===== src/rtl/p_nand_reg.sv =====
// ---------------------------------------------------------------------------
// p_nand_reg
//
// Parameterised multi-input bitwise NAND with a registered, valid-qualified
// output. NB_INS buses of BUS_WIDTH bits are combined so that each output bit
// is the NAND of the same bit position across every input bus. The result is
// registered with one cycle of latency.
//
// Parameters:
//   BUS_WIDTH  width of each input bus and of the output bus (>= 1)
//   NB_INS     number of input buses combined (>= 1)
//
// Ports:
//   clk        rising-edge clock
//   rst        synchronous reset, active-high; has priority over in_valid
//   in_valid   in_buses is evaluated and registered on this edge
//   in_buses   flattened buses, bus k = in_buses[k*BUS_WIDTH +: BUS_WIDTH]
//   out_valid  out_bus holds a result produced from a valid input
//   out_bus    registered NAND result; holds its value while idle
// ---------------------------------------------------------------------------
module p_nand_reg #(
    parameter int BUS_WIDTH = 4,
    parameter int NB_INS    = 3
) (
    input  logic                        clk,
    input  logic                        rst,
    input  logic                        in_valid,
    input  logic [NB_INS*BUS_WIDTH-1:0] in_buses,
    output logic                        out_valid,
    output logic [BUS_WIDTH-1:0]        out_bus
);

    // Reject degenerate sizes at elaboration rather than building a
    // zero-width datapath.
    generate
        if (BUS_WIDTH < 1 || NB_INS < 1) begin : g_bad_params
            $error("p_nand_reg: BUS_WIDTH and NB_INS must both be >= 1");
        end
    endgenerate

    logic [BUS_WIDTH-1:0] and_acc;
    logic [BUS_WIDTH-1:0] nand_res;

    // Linear AND accumulation over the buses, so any NB_INS works (not only
    // powers of two). With NB_INS = 1 this reduces to a plain bitwise NOT.
    always_comb begin
        and_acc = '1;
        for (int k = 0; k < NB_INS; k++) begin
            and_acc = and_acc & in_buses[k*BUS_WIDTH +: BUS_WIDTH];
        end
        nand_res = ~and_acc;
    end

    // Output register: reset wins over a simultaneous valid input, and the
    // data register only loads on valid so it holds the last result when idle.
    always_ff @(posedge clk) begin
        if (rst) begin
            out_bus   <= '0;
            out_valid <= 1'b0;
        end else begin
            out_valid <= in_valid;
            if (in_valid) begin
                out_bus <= nand_res;
            end
        end
    end

endmodule


===== config.mk =====
export PLATFORM = sky130hd
export DESIGN_NAME = p_nand_reg
export DESIGN_NICKNAME = d
export VERILOG_FILES = /design/src/rtl/p_nand_reg.sv
export SDC_FILE = /design/constraint.sdc
export NUM_CORES = 1
export LEC_CHECK = 0
export BUFFER_PORTS_ARGS = -buffer_cell sky130_fd_sc_hd__buf_2
export CAP_MARGIN = 10
export CORE_AREA = 2 2 39 41
export DETAILED_ROUTE_END_ITERATION = 8
export DIE_AREA = 0 0 41 43
export SKIP_CTS_REPAIR_TIMING = 1
export SYNTH_ARGS = -nofsm -noshare
export SYNTH_HDL_FRONTEND = slang
export SYNTH_SLANG_ARGS = --single-unit

===== constraint.sdc =====
create_clock -name clk -period 1.6 [get_ports clk]
set_input_delay 0.08 -clock clk [delete_from_list [all_inputs] [get_ports clk]]
set_output_delay 0.08 -clock clk [all_outputs]
set_load 0.01 [all_outputs]

==> impl_metrics.toml, run 1 <==
[yosys]
yosysSeqAreaShare = 0.548
syn_avg_cell_area_sq_um = 12.2
yosysUniqueCellTypes = 5
syn_inst = 15
ys_seq_elements = 5
syn-cell-area_sq_um = 183
synthesis.nets = 30
yosys_warnings = 0

[timing]
fin_skew_ns = 0
finalSetupViolations = 0
fin_ws_ns = 0.811
fin_crit_sh = 0.493
grt_setup_unrepaired = "no"
worst_pin_slew_ns = 0.151
maxSlewViolCount = 0
final.setup.tns_ns = 0
relSlewSlack = 0.898
fin_crit_ns = 0.789
fmax_mhz = 1270
hold-worst-slack_ns = 0.0417
hold_viol_final = 0

[placed_design]
place_congestion = 0.695
hpwlAfterDp_um = 481
io_buffers = 19
placed_cell_area_sq_um = 287
dpl_worst_slack_ns = 0.952

[cts]
cts_root_buf = "clkbuf_4"
h-tree-depth = 1
clk_pin_slew_ns = 0.04
cts.path.max_buffers = 2
cts_made_buffers = 3
cts_num_sinks = 5
cts_tree = "yes"
clk_latency_ns = 0.24

[finish]
multi_input_area_sq_um = 71.3
mostFrequentLayoutCell = "buf_2"
finalInstanceArea_sq_um = 313
nNetsFinal = 53
final_layout_size_suffix_gt1_frac = 0.595
seqCellArea_sq_um = 100
fillers = 152
insertedDiodeCount = 0
final_cell_mix = "buf_2 (19), dfxtp_1 (5), o21bai_1 (4), a41oi_1 (4), clkbuf_4 (3)"
synthToLayoutAreaGrowth_pct = 71.2

[detailed_routing]
routed_wl_um = 582
drc = 0
routedWlPerCell_um = 11.0
ant_nets = 0
drtIter0Drc = 0
drt-pass1-iter-count = 1
vias_per_cell = 4.02
dr_total_vias = 213

[grt]
grt_overflow = 0
grt_pass1_vias = 210
grt_max_degree = 10
grt_util_all_layers = 0.0915
grt_pass1_wl_um = 924
antenna_found_initial = 0

[critical_path]
worst-path-buf-inv = 1
critPathKind = "reg -> out"
crit_path_cell_trace = "buf_2"
cp_top_family = "flip-flops"
path_max_fanout = 2
cp-start-kind = "register"
crit_path_end_kind = "output pin"
slowest_delay_ns = 0.33
slowest_stage = "dfxtp_1"
crit_required_ns = 1.52
worstPathArrival_ns = 0.71

[power]
internal_power_w = 0.000254
power_leakage_nw = 0.157
ir_drop_uv = 365
p_comb_frac = 0.137
p_per_area_mw_per_mm2 = 1060
clkPwrFrac = 0.443
switching_power_w = 0.0000768
seqPwrFrac = 0.420
total_power_w = 0.000331
p_sw_frac = 0.232

[floorplan]
pin_count = 20
fp.dieH_um = 43
start_util = 0.132
dieArea_sq_mm = 0.00176
die_width_um = 41
rows = 14
core-area_sq_mm = 0.00138

[hold_path]
holdCritPathClass = "in -> reg"

[run_status]
outcome = "finished, final reports clean"

[flow_run]
maxCapViolCount = 0
sequential cells by signal, indices dropped and copies added (netlist names):
signal	count
out_bus	4
out_valid	1
cell families after synthesis:
logic type,after synthesis,synth area share
compound gates,8,0.356
flops,5,0.548
simple gates,1,0.0343
buf+inv,1,0.0616
metrics by stage:
step,util,cells
3_5_place_dp,0.207,49
4_1_cts,0.226,53
5_1_grt,0.226,53
2_1_floorplan,-,15
6_report,0.226,53
3_3_place_gp,0.207,49
synth_stat cells (all sizes together):
cell type | count | share of area
dfxtp | 5 | 0.55
a41oi | 4 | 0.19
o21bai | 4 | 0.16
buf | 1 | 0.062
nor2b | 1 | 0.034
worst paths after layout:
kind              slack [ns]         end  cells past startpoint       start
hold reg to reg         0.51  out_bus[1]                      2  out_bus[1]
setup / recovery        0.81  out_bus[2]                      1  out_bus[2]
setup reg to reg        0.95  out_bus[3]                      2  out_bus[3]
hold / removal          0.04   out_valid                      2         rst
per-layer routing:
| layer | wire, um | vias to the layer above | GRT usage |
|---|---|---|---|
| met5 | 0 | - | 0 |
| met2 | 183 | 22 | 0.0875 |
| met4 | 0 | 0 | 0.0600 |
| li1 | - | 106 | - |
| met1 | 270 | 85 | 0.104 |
| met3 | 127 | 0 | 0.115 |
final cells by class:
cell class / count / area share
Clock buffer: 4 / 0.0840
Timing Repair Buffer: 19 / 0.304
Sequential cell: 5 / 0.320
Multi-Input combinational cell: 9 / 0.228
Tap cell: 16 / 0.0640
power groups by stage:
stage / registers, W / clock network (W) / logic [W]
after floorplan: 0.000145 / 0 / 0.0000147
after global placement: 0.000141 / 0 / 0.0000448
after detailed placement: 0.000141 / 0 / 0.0000458
after CTS: 0.000139 / 0.000153 / 0.0000459
after global routing: 0.000140 / 0.000169 / 0.0000499
final: 0.000139 / 0.000146 / 0.0000452
No activity file was read; power rests on OpenSTA's default activity.
==> run 2: changes to the inputs <==
- clock period: 1.6 -> 0.8 ns (I/O delays scaled with it)
==> run 2 against run 1 <==
  * Sequential share of layout area down 1.7 points
  * Flip-flop and latch count unchanged
  * Critical path depth unchanged
  * Final area up 6.8%
  * Count of clock-buffer cells in the layout unchanged
  * Worst setup slack worse by 0.76 ns
  * Clock skew unchanged
  * Via count up 2.8%
  * Die area unchanged
  * Routed wire length up 1.4%
  * Non-clock buffer count up 2
  * Register-to-register slack worse by 0.79 ns
  * Highest routed layer unchanged
==> impl_metrics.toml, run 2 (synthesized netlist as in run 1, its figures left out) <==
[run_status]
outcome = "finished, final reports clean"

[cts]
h-tree-depth = 1
cts_root_buf = "clkbuf_4"
cts_made_buffers = 3
cts_tree = "yes"
clk_latency_ns = 0.24
cts_num_sinks = 5
clk_pin_slew_ns = 0.04
cts.path.max_buffers = 2

[hold_path]
holdCritPathClass = "in -> reg"
worstHoldEndpoint = "out_valid"
holdPathStages = 2
hold_start = "rst"

[finish]
nNetsFinal = 55
fin_util = 0.241
final_layout_size_suffix_gt1_frac = 0.590
reg_top3 = "out_bus (4), out_valid (1)"
regMostFlops = "out_bus"
insertedDiodeCount = 0
largest_register_ff_count = 4
fillers = 154
final_cell_mix = "buf_2 (19), o21bai_1 (4), a41oi_1 (4), dfxtp_1 (4), clkbuf_4 (3)"
synthToLayoutAreaGrowth_pct = 82.9
mostFrequentLayoutCell = "buf_2"

[critical_path]
slowest_delay_ns = 0.33
path_max_fanout = 2
cp_top_family = "flip-flops"
critPathKind = "reg -> out"
crit_path_end_kind = "output pin"
r2r_end = "out_bus[3]"
worstPathArrival_ns = 0.71
slowest_stage = "dfxtp_1"
crit_path_cell_trace = "buf_2"
crit_required_ns = 0.76
worst-path-buf-inv = 1
r2r_start = "out_bus[3]"
reg2reg_depth = 2
r2r_slack_ns = 0.16
cp-start-kind = "register"

[detailed_routing]
vias_per_cell = 3.98
routed_wl_um = 590
ant_nets = 0
drc = 0
dr_total_vias = 219
drtIter0Drc = 0
drt-pass1-iter-count = 1
routedWlPerCell_um = 10.7

[floorplan]
dieArea_sq_mm = 0.00176
pin_count = 20
core-area_sq_mm = 0.00138
die_width_um = 41
fp.dieH_um = 43
start_util = 0.132
rows = 14

[timing]
relSlewSlack = 0.898
fin_crit_sh = 0.937
maxSlewViolCount = 0
fmax_mhz = 1330
grt_setup_unrepaired = "no"
worst_pin_slew_ns = 0.151
fin_crit_ns = 0.749
fin_ws_ns = 0.0508
fin_skew_ns = 0
hold_viol_final = 0
final.setup.tns_ns = 0
finalSetupViolations = 0

[power]
p_sw_frac = 0.231
p_comb_frac = 0.147
power_leakage_nw = 0.165
clkPwrFrac = 0.437
ir_drop_uv = 746
p_per_area_mw_per_mm2 = 2000
switching_power_w = 0.000154
internal_power_w = 0.000515
seqPwrFrac = 0.416

[grt]
grt_pass1_wl_um = 924
antenna_found_initial = 0
grt_max_degree = 10
grt_overflow = 0
grt_util_all_layers = 0.0915
grt_pass1_vias = 210

[placed_design]
hpwlAfterDp_um = 481
dpl_worst_slack_ns = 0.152
place_congestion = 0.695
io_buffers = 19

[flow_run]
maxCapViolCount = 0
[run 2: changes by cell type in the layout (fill, tap and decap cells not counted), sizes merged]
cell / delta
dlygate4sd3: +2
[run 2: worst max path at each step]
stage,depth (start not counted),end,from
after floorplan,2,out_bus[3],out_bus[3]
after global placement,2,out_bus[3],out_bus[3]
after detailed placement,2,out_bus[3],out_bus[3]
after CTS,1,out_bus[3],out_bus[3]
after global routing,1,out_bus[3],out_bus[3]
final,1,out_bus[2],out_bus[2]
[run 2: metrics by stage]
step / power [W] / cell area, sq um / cells / hold slack, ns
CTS: 0.000677 / 313 / 53 / -0.00552
global placement: 0.000372 / 287 / 49 / 0.261
detailed placement: 0.000374 / 287 / 49 / 0.255
global route: 0.000726 / 334 / 55 / 0.00154
floorplan: 0.000319 / 183 / 15 / 0.112
finish: 0.000669 / 334 / 55 / 0.00183
[run 2: per-layer routing]
metal  global-route usage  vias to the layer above  wire (um)
li1                     -                      110          -
met3                0.115                        0        110
met2               0.0875                       22        189
met1                0.104                       87        290
met4               0.0600                        0          0
met5                    0                        -          0
[run 2: area by class of cell]
cell class,instances,area [sq um],area share
Timing Repair Buffer,21,115,0.345
Sequential cell,5,101,0.303
Multi-Input combinational cell,9,71.3,0.213
Clock buffer,4,26.3,0.0787
Tap cell,16,20.0,0.0599
[run 2: power by group through the flow]
stage | Combinational (W) | Clock (W) | Sequential [W]
after floorplan | 0.0000294 | 0 | 0.000290
after global placement | 0.0000895 | 0 | 0.000282
after detailed placement | 0.0000916 | 0 | 0.000283
after CTS | 0.0000918 | 0.000307 | 0.000278
after global routing | 0.000108 | 0.000338 | 0.000280
final | 0.0000980 | 0.000293 | 0.000278
